**src/rtl/drum_iteration_sync.sv**
```systemverilog
// Drum iteration pacer: gates column iterations to the audio sample rate
// and buffers centre-node samples in a small show-ahead FIFO for the codec.
//
// Ports:
//   clk, reset_n      clock, async active-low reset
//   column_done       per-column idle flags (all high = iteration finished)
//   center_node       signed 1.17 centre amplitude, valid while all done
//   iteration_enable  one-cycle start pulse to every column
//   audio_data        FIFO head, {center_node, 14'd0}
//   audio_valid       FIFO not empty
//   audio_ready       codec accepts audio_data this cycle
//   fifo_level        FIFO occupancy
//   overrun_count     samples dropped on a full FIFO (saturating)
//   late_count        ticks arriving while one is already pending (saturating)
module drum_iteration_sync #(
  parameter int NUM_COLUMNS = 30,
  parameter int SAMPLE_DIV  = 1042,
  parameter int FIFO_DEPTH  = 4
) (
  input  logic                          clk,
  input  logic                          reset_n,
  input  logic [NUM_COLUMNS-1:0]        column_done,
  input  logic [17:0]                   center_node,
  output logic                          iteration_enable,
  output logic [31:0]                   audio_data,
  output logic                          audio_valid,
  input  logic                          audio_ready,
  output logic [$clog2(FIFO_DEPTH):0]   fifo_level,
  output logic [15:0]                   overrun_count,
  output logic [15:0]                   late_count
);

  localparam int AW = $clog2(FIFO_DEPTH);
  localparam int LW = AW + 1;
  localparam int CW = (SAMPLE_DIV > 1) ? $clog2(SAMPLE_DIV) : 1;

  typedef enum logic [2:0] {
    WAIT_DONE,
    CAPTURE,
    WAIT_TICK,
    FIRE,
    GUARD
  } state_t;

  state_t        state;
  logic [CW-1:0] tick_cnt;
  logic          tick;
  logic          tick_pending;
  logic          fire_clr;

  logic [31:0]   mem [FIFO_DEPTH];
  logic [AW-1:0] wr_ptr;
  logic [AW-1:0] rd_ptr;
  logic [AW-1:0] prev_ptr;
  logic          push;
  logic          pop;
  logic          full;
  logic          accept;
  logic          drop;

  assign tick     = (tick_cnt == CW'(SAMPLE_DIV - 1));
  assign fire_clr = (state == FIRE);

  assign push     = (state == CAPTURE);
  assign full     = (fifo_level == LW'(FIFO_DEPTH));
  assign pop      = audio_valid && audio_ready;
  assign accept   = push && (!full || pop);
  assign drop     = push && full && !pop;
  assign prev_ptr = rd_ptr - AW'(1);

  // When empty, the slot behind the read pointer still holds the last
  // popped sample (it can only be rewritten once the FIFO fills), so the
  // output keeps its previous value without a dedicated holding register.
  assign audio_valid = (fifo_level != '0);
  assign audio_data  = audio_valid ? mem[rd_ptr] : mem[prev_ptr];

  always_ff @(posedge clk or negedge reset_n) begin
    if (!reset_n) begin
      tick_cnt     <= '0;
      tick_pending <= 1'b0;
      late_count   <= '0;
    end else begin
      tick_cnt <= tick ? '0 : tick_cnt + CW'(1);
      if (tick) begin
        tick_pending <= 1'b1;
        if (tick_pending && !fire_clr && late_count != 16'hFFFF)
          late_count <= late_count + 16'd1;
      end else if (fire_clr) begin
        tick_pending <= 1'b0;
      end
    end
  end

  always_ff @(posedge clk or negedge reset_n) begin
    if (!reset_n) begin
      state            <= WAIT_DONE;
      iteration_enable <= 1'b0;
    end else begin
      unique case (state)
        WAIT_DONE: if (&column_done) state <= CAPTURE;
        CAPTURE:   state <= WAIT_TICK;
        WAIT_TICK: begin
          if (tick_pending || tick) begin
            state            <= FIRE;
            iteration_enable <= 1'b1;
          end
        end
        FIRE: begin
          state            <= GUARD;
          iteration_enable <= 1'b0;
        end
        GUARD:     state <= WAIT_DONE;
        default:   state <= WAIT_DONE;
      endcase
    end
  end

  always_ff @(posedge clk or negedge reset_n) begin
    if (!reset_n) begin
      for (int i = 0; i < FIFO_DEPTH; i++) mem[i] <= '0;
      wr_ptr        <= '0;
      rd_ptr        <= '0;
      fifo_level    <= '0;
      overrun_count <= '0;
    end else begin
      if (accept) begin
        mem[wr_ptr] <= {center_node, 14'd0};
        wr_ptr      <= wr_ptr + AW'(1);
      end
      if (pop) rd_ptr <= rd_ptr + AW'(1);
      if (accept && !pop)
        fifo_level <= fifo_level + LW'(1);
      else if (pop && !accept)
        fifo_level <= fifo_level - LW'(1);
      if (drop && overrun_count != 16'hFFFF)
        overrun_count <= overrun_count + 16'd1;
    end
  end

endmodule
```
**config.mk**
```make
export PLATFORM = sky130hd
export DESIGN_NAME = drum_iteration_sync
export DESIGN_NICKNAME = d
export VERILOG_FILES = /design/src/rtl/drum_iteration_sync.sv
export SDC_FILE = /design/constraint.sdc
export NUM_CORES = 1
export LEC_CHECK = 0
export ABC_AREA = 1
export ABC_CLOCK_PERIOD_IN_PS = 2100
export CAP_MARGIN = 20
export CORE_MARGIN = 2
export CORE_UTILIZATION = 49
export DETAILED_ROUTE_END_ITERATION = 7
export GPL_ROUTABILITY_DRIVEN = 0
export GPL_TIMING_DRIVEN = 0
export MAX_ROUTING_LAYER = met4
export PLACE_DENSITY = 0.79
export RECOVER_POWER = 50
export REMOVE_ABC_BUFFERS = 1
export SYNTH_ARGS = -nofsm -noshare
export SYNTH_HDL_FRONTEND = slang
export SYNTH_SLANG_ARGS = --single-unit
```
**constraint.sdc**
```tcl
create_clock -name clk -period 2.1 [get_ports clk]
set_input_delay 0.63 -clock clk [delete_from_list [all_inputs] [get_ports clk]]
set_output_delay 0.63 -clock clk [all_outputs]
set_load 0.02 [all_outputs]
```
==> impl_metrics.ini <==
[run_status]
outcome = complete, but fails checks
violations = setup timing

[synth]
synth_simple_gate_area_share_pct = 29.0
synth_edf_count = 0
post_synth_instance_area_sq_mm = 0.00747
post-synth-top-count-cell = nand2_1
synth_area_per_cell_sq_um = 7.14
synth-xor-area-share_pct = 2.34
ys_top_cells_by_area = dfrtp_1 (43%), nand2_1 (17%), o21ai_0 (7.8%)
ys_seq_area_share_pct = 42.5
netlist_instances = 1047
ys_ff_latch = 127
synth_top_area_cell = dfrtp_1
synth_top_family_by_area = simple AND/OR/NAND/NOR gates
synthAdderAreaFrac_pct = 1.77
synth_async_sr_flop_share_pct = 100
synth-main-ff-cell = dfrtp_1
ys_warn_count = 0
synth_cell_types = 37
synth_top_area_share_pct = 42.5
synth_compound_area_share_pct = 14.2
synth_common_cells = nand2_1 (337), dfrtp_1 (127), o21ai_0 (116), inv_1 (104), nor2_1 (90)
muxShareOfSynthArea_pct = 0

[placed_design]
port_buffers = 105
place_area_sq_mm = 0.00851
dpl.hpwl_um = 11900
pre_cts_slack_ns = -2.87

[clocking]
cts_tree = built
clock_latency_ns = 0.44
cts_buffers = 17
clkTransAtPathRegs_ns = 0.07
cts_sinks = 127
cts_hold_buffers = 0
h-tree-depth = 4
cts_root_buf = clkbuf_16
clockBufferDepth = 2

[pwr]
p_int_w = 0.00674
p_comb_share_pct = 45.2
p_seq_share_pct = 25.6
pwr-share-clk_pct = 29.2
fin_total_pwr_w = 0.0109
switchingPower_w = 0.00418
p_sw_share_pct = 38.3
power_density_mw_per_mm2 = 1120
peakVddDrop_mv = 0.667
p_leak_nw = 4.89

[cells_and_area]
post-route-util_pct = 65.1
final_nets = 1235
final_area_sq_mm = 0.00979
layout-drive-gt1-share_pct = 14.0
area_delta_synth_final_pct = 31.0

[worst_setup_path]
cp.required_ns = 1.47
rrSetupSlack_ns = -0.03
rr_startpoint = fifo_level[2]
startpoint_type = flop
arrival_ns = 2.11
worstSetupPathType = reg2out
startpoint = rd_ptr[1]
path_max_fanout = 13
reg2reg_to = mem[19]
end_kind = output port
crit_end = audio_data[31]
worstRegToRegCells = 10

[grt]
grt_overflow = 0
grtUsageTotal_pct = 28.2
grt_pass1_vias = 7366
grt_max_degree = 79
grt_first_pass_wirelength_um = 35300
antenna_found_initial = 1

[routing]
wl_per_cell_um = 16.2
vias = 7678
ant_nets = 0
dr.pass1.iters = 8
drt-total-wl_um = 22300
remaining_drc_errors = 0
drt_iter0_markers = 909
vias_per_cell = 5.58

[sta]
fin_skew_ns = 0.0179
fin_crit_ns = 2.74
slew_headroom_pct = 11.8
hold_slack_ns = 0.480
worst_pin_slew_ns = 1.32
slew_viol_final = 0
fin_crit_sh_pct = 131
fin_ws_ns = -0.641
setup_violations = 21
max_freq_mhz = 365
rsz0062_at_grt = true
finalHoldViolCount = 0

[floorplanning]
io-pin-count = 120
core_area_sq_mm = 0.0150
start_util_pct = 49.7
die_area_sq_mm = 0.0163
num_rows = 45
die_w_um = 127
die_h_um = 127

[worst_hold_path]
hold_class = in2async

[run]
maxCapViolCount = 0
[cell type report]
| class | instances | area, sq um |
|---|---|---|
| Fill cell | 1225 | 5250 |
| Multi-Input combinational cell | 771 | 3830 |
| Sequential cell | 127 | 3190 |
| Timing Repair Buffer | 145 | 1440 |
| Clock buffer | 22 | 474 |
| Inverter | 108 | 429 |
| Tap cell | 188 | 235 |
| Clock inverter | 10 | 159 |
| Timing Repair inverter | 4 | 32.5 |
| Antenna cell | 1 | 2.50 |
[how the worst min path moves through the flow]
stage	to	cells after the start	slack (ns)
4_1_cts	mem[57]	1	0.16
5_1_grt	iteration_enable	2	0.56
3_3_place_gp	mem[113]	2	0.49
6_report	mem[58]	1	0.48
3_5_place_dp	mem[127]	2	0.49
2_1_floorplan	fifo_level[0]	0	0.33
[through the flow]
stage | cells | TNS [ns]
global route | 1376 | -11.64
floorplan | 1002 | -21.17
finish | 1376 | -9.55
detailed placement | 1297 | -85.88
global placement | 1295 | -689.78
CTS | 1368 | -8.26
[power by group through the flow]
stage                     clock (W)  sequential (W)  combinational [W]
after global placement            0         0.00297            0.00314
after detailed placement          0         0.00298            0.00323
after floorplan                   0         0.00289            0.00189
after global routing        0.00332         0.00281            0.00517
after CTS                   0.00318         0.00279            0.00454
final                       0.00318         0.00280            0.00494
[cell usage in the layout (no fill, tap or decap), types with 7 or more instances in the layout]
| cell type | count |
|---|---|
| a21oi_1 | 54 |
| a21oi_2 | 19 |
| buf_4 | 35 |
| buf_6 | 13 |
| clkbuf_16 | 18 |
| clkdlybuf4s50_1 | 49 |
| clkinvlp_4 | 7 |
| conb_1 | 14 |
| dfrtp_1 | 123 |
| dlygate4sd2_1 | 35 |
| ha_1 | 8 |
| inv_1 | 99 |
| nand2_1 | 336 |
| nand3_1 | 34 |
| nand4_1 | 18 |
| nor2_1 | 85 |
| nor2_4 | 15 |
| o21ai_0 | 98 |
| o21ai_1 | 24 |
| xnor2_1 | 8 |
| xor2_1 | 12 |
[logic make-up (layout without fill, tap and decap cells)]
logic type	count (synthesis)	in the layout
AND/OR/NAND/NOR	515	519
buffers and inverters	166	289
other	1	15
XOR/XNOR	20	20
flip-flops	127	127
AO/OA/AOI/OAI	208	208
adder cells (fa/ha/maj)	10	10
[timing repair]
action	4_1_cts	5_1_grt
pin swaps	12	11
hold endpoints to repair	0	0
buffers inserted	31	4
endpoints found under the setup margin	111	73
gates cloned	8	3
gates resized for setup	203	22
[flip-flops by register name, indices dropped and copies added (netlist names)]
signal / flops
iteration_enable: 1
state: 3
tick_cnt: 11
overrun_count: 16
mem: 72
tick_pending: 1
wr_ptr: 2
fifo_level: 3
rd_ptr: 2
late_count: 16
[critical path: stages, from the launching register on]
cell     delay [ns]
dfrtp_4        0.55
buf_6          0.19
buf_6          0.18
a21oi_1        0.17
o21ai_1        0.13
nand2_1        0.10
nor2_1         0.05
a21oi_2        0.13
buf_4          0.16
[routing by layer]
metal	track usage (%)	wire [um]	up-vias
li1	-	-	3579
met1	33.8	8460	3510
met2	46.0	10500	484
met3	6.32	2350	105
met4	11.8	983	0
met5	-	0	-
Note: power is estimated with default switching activity, not from simulation.
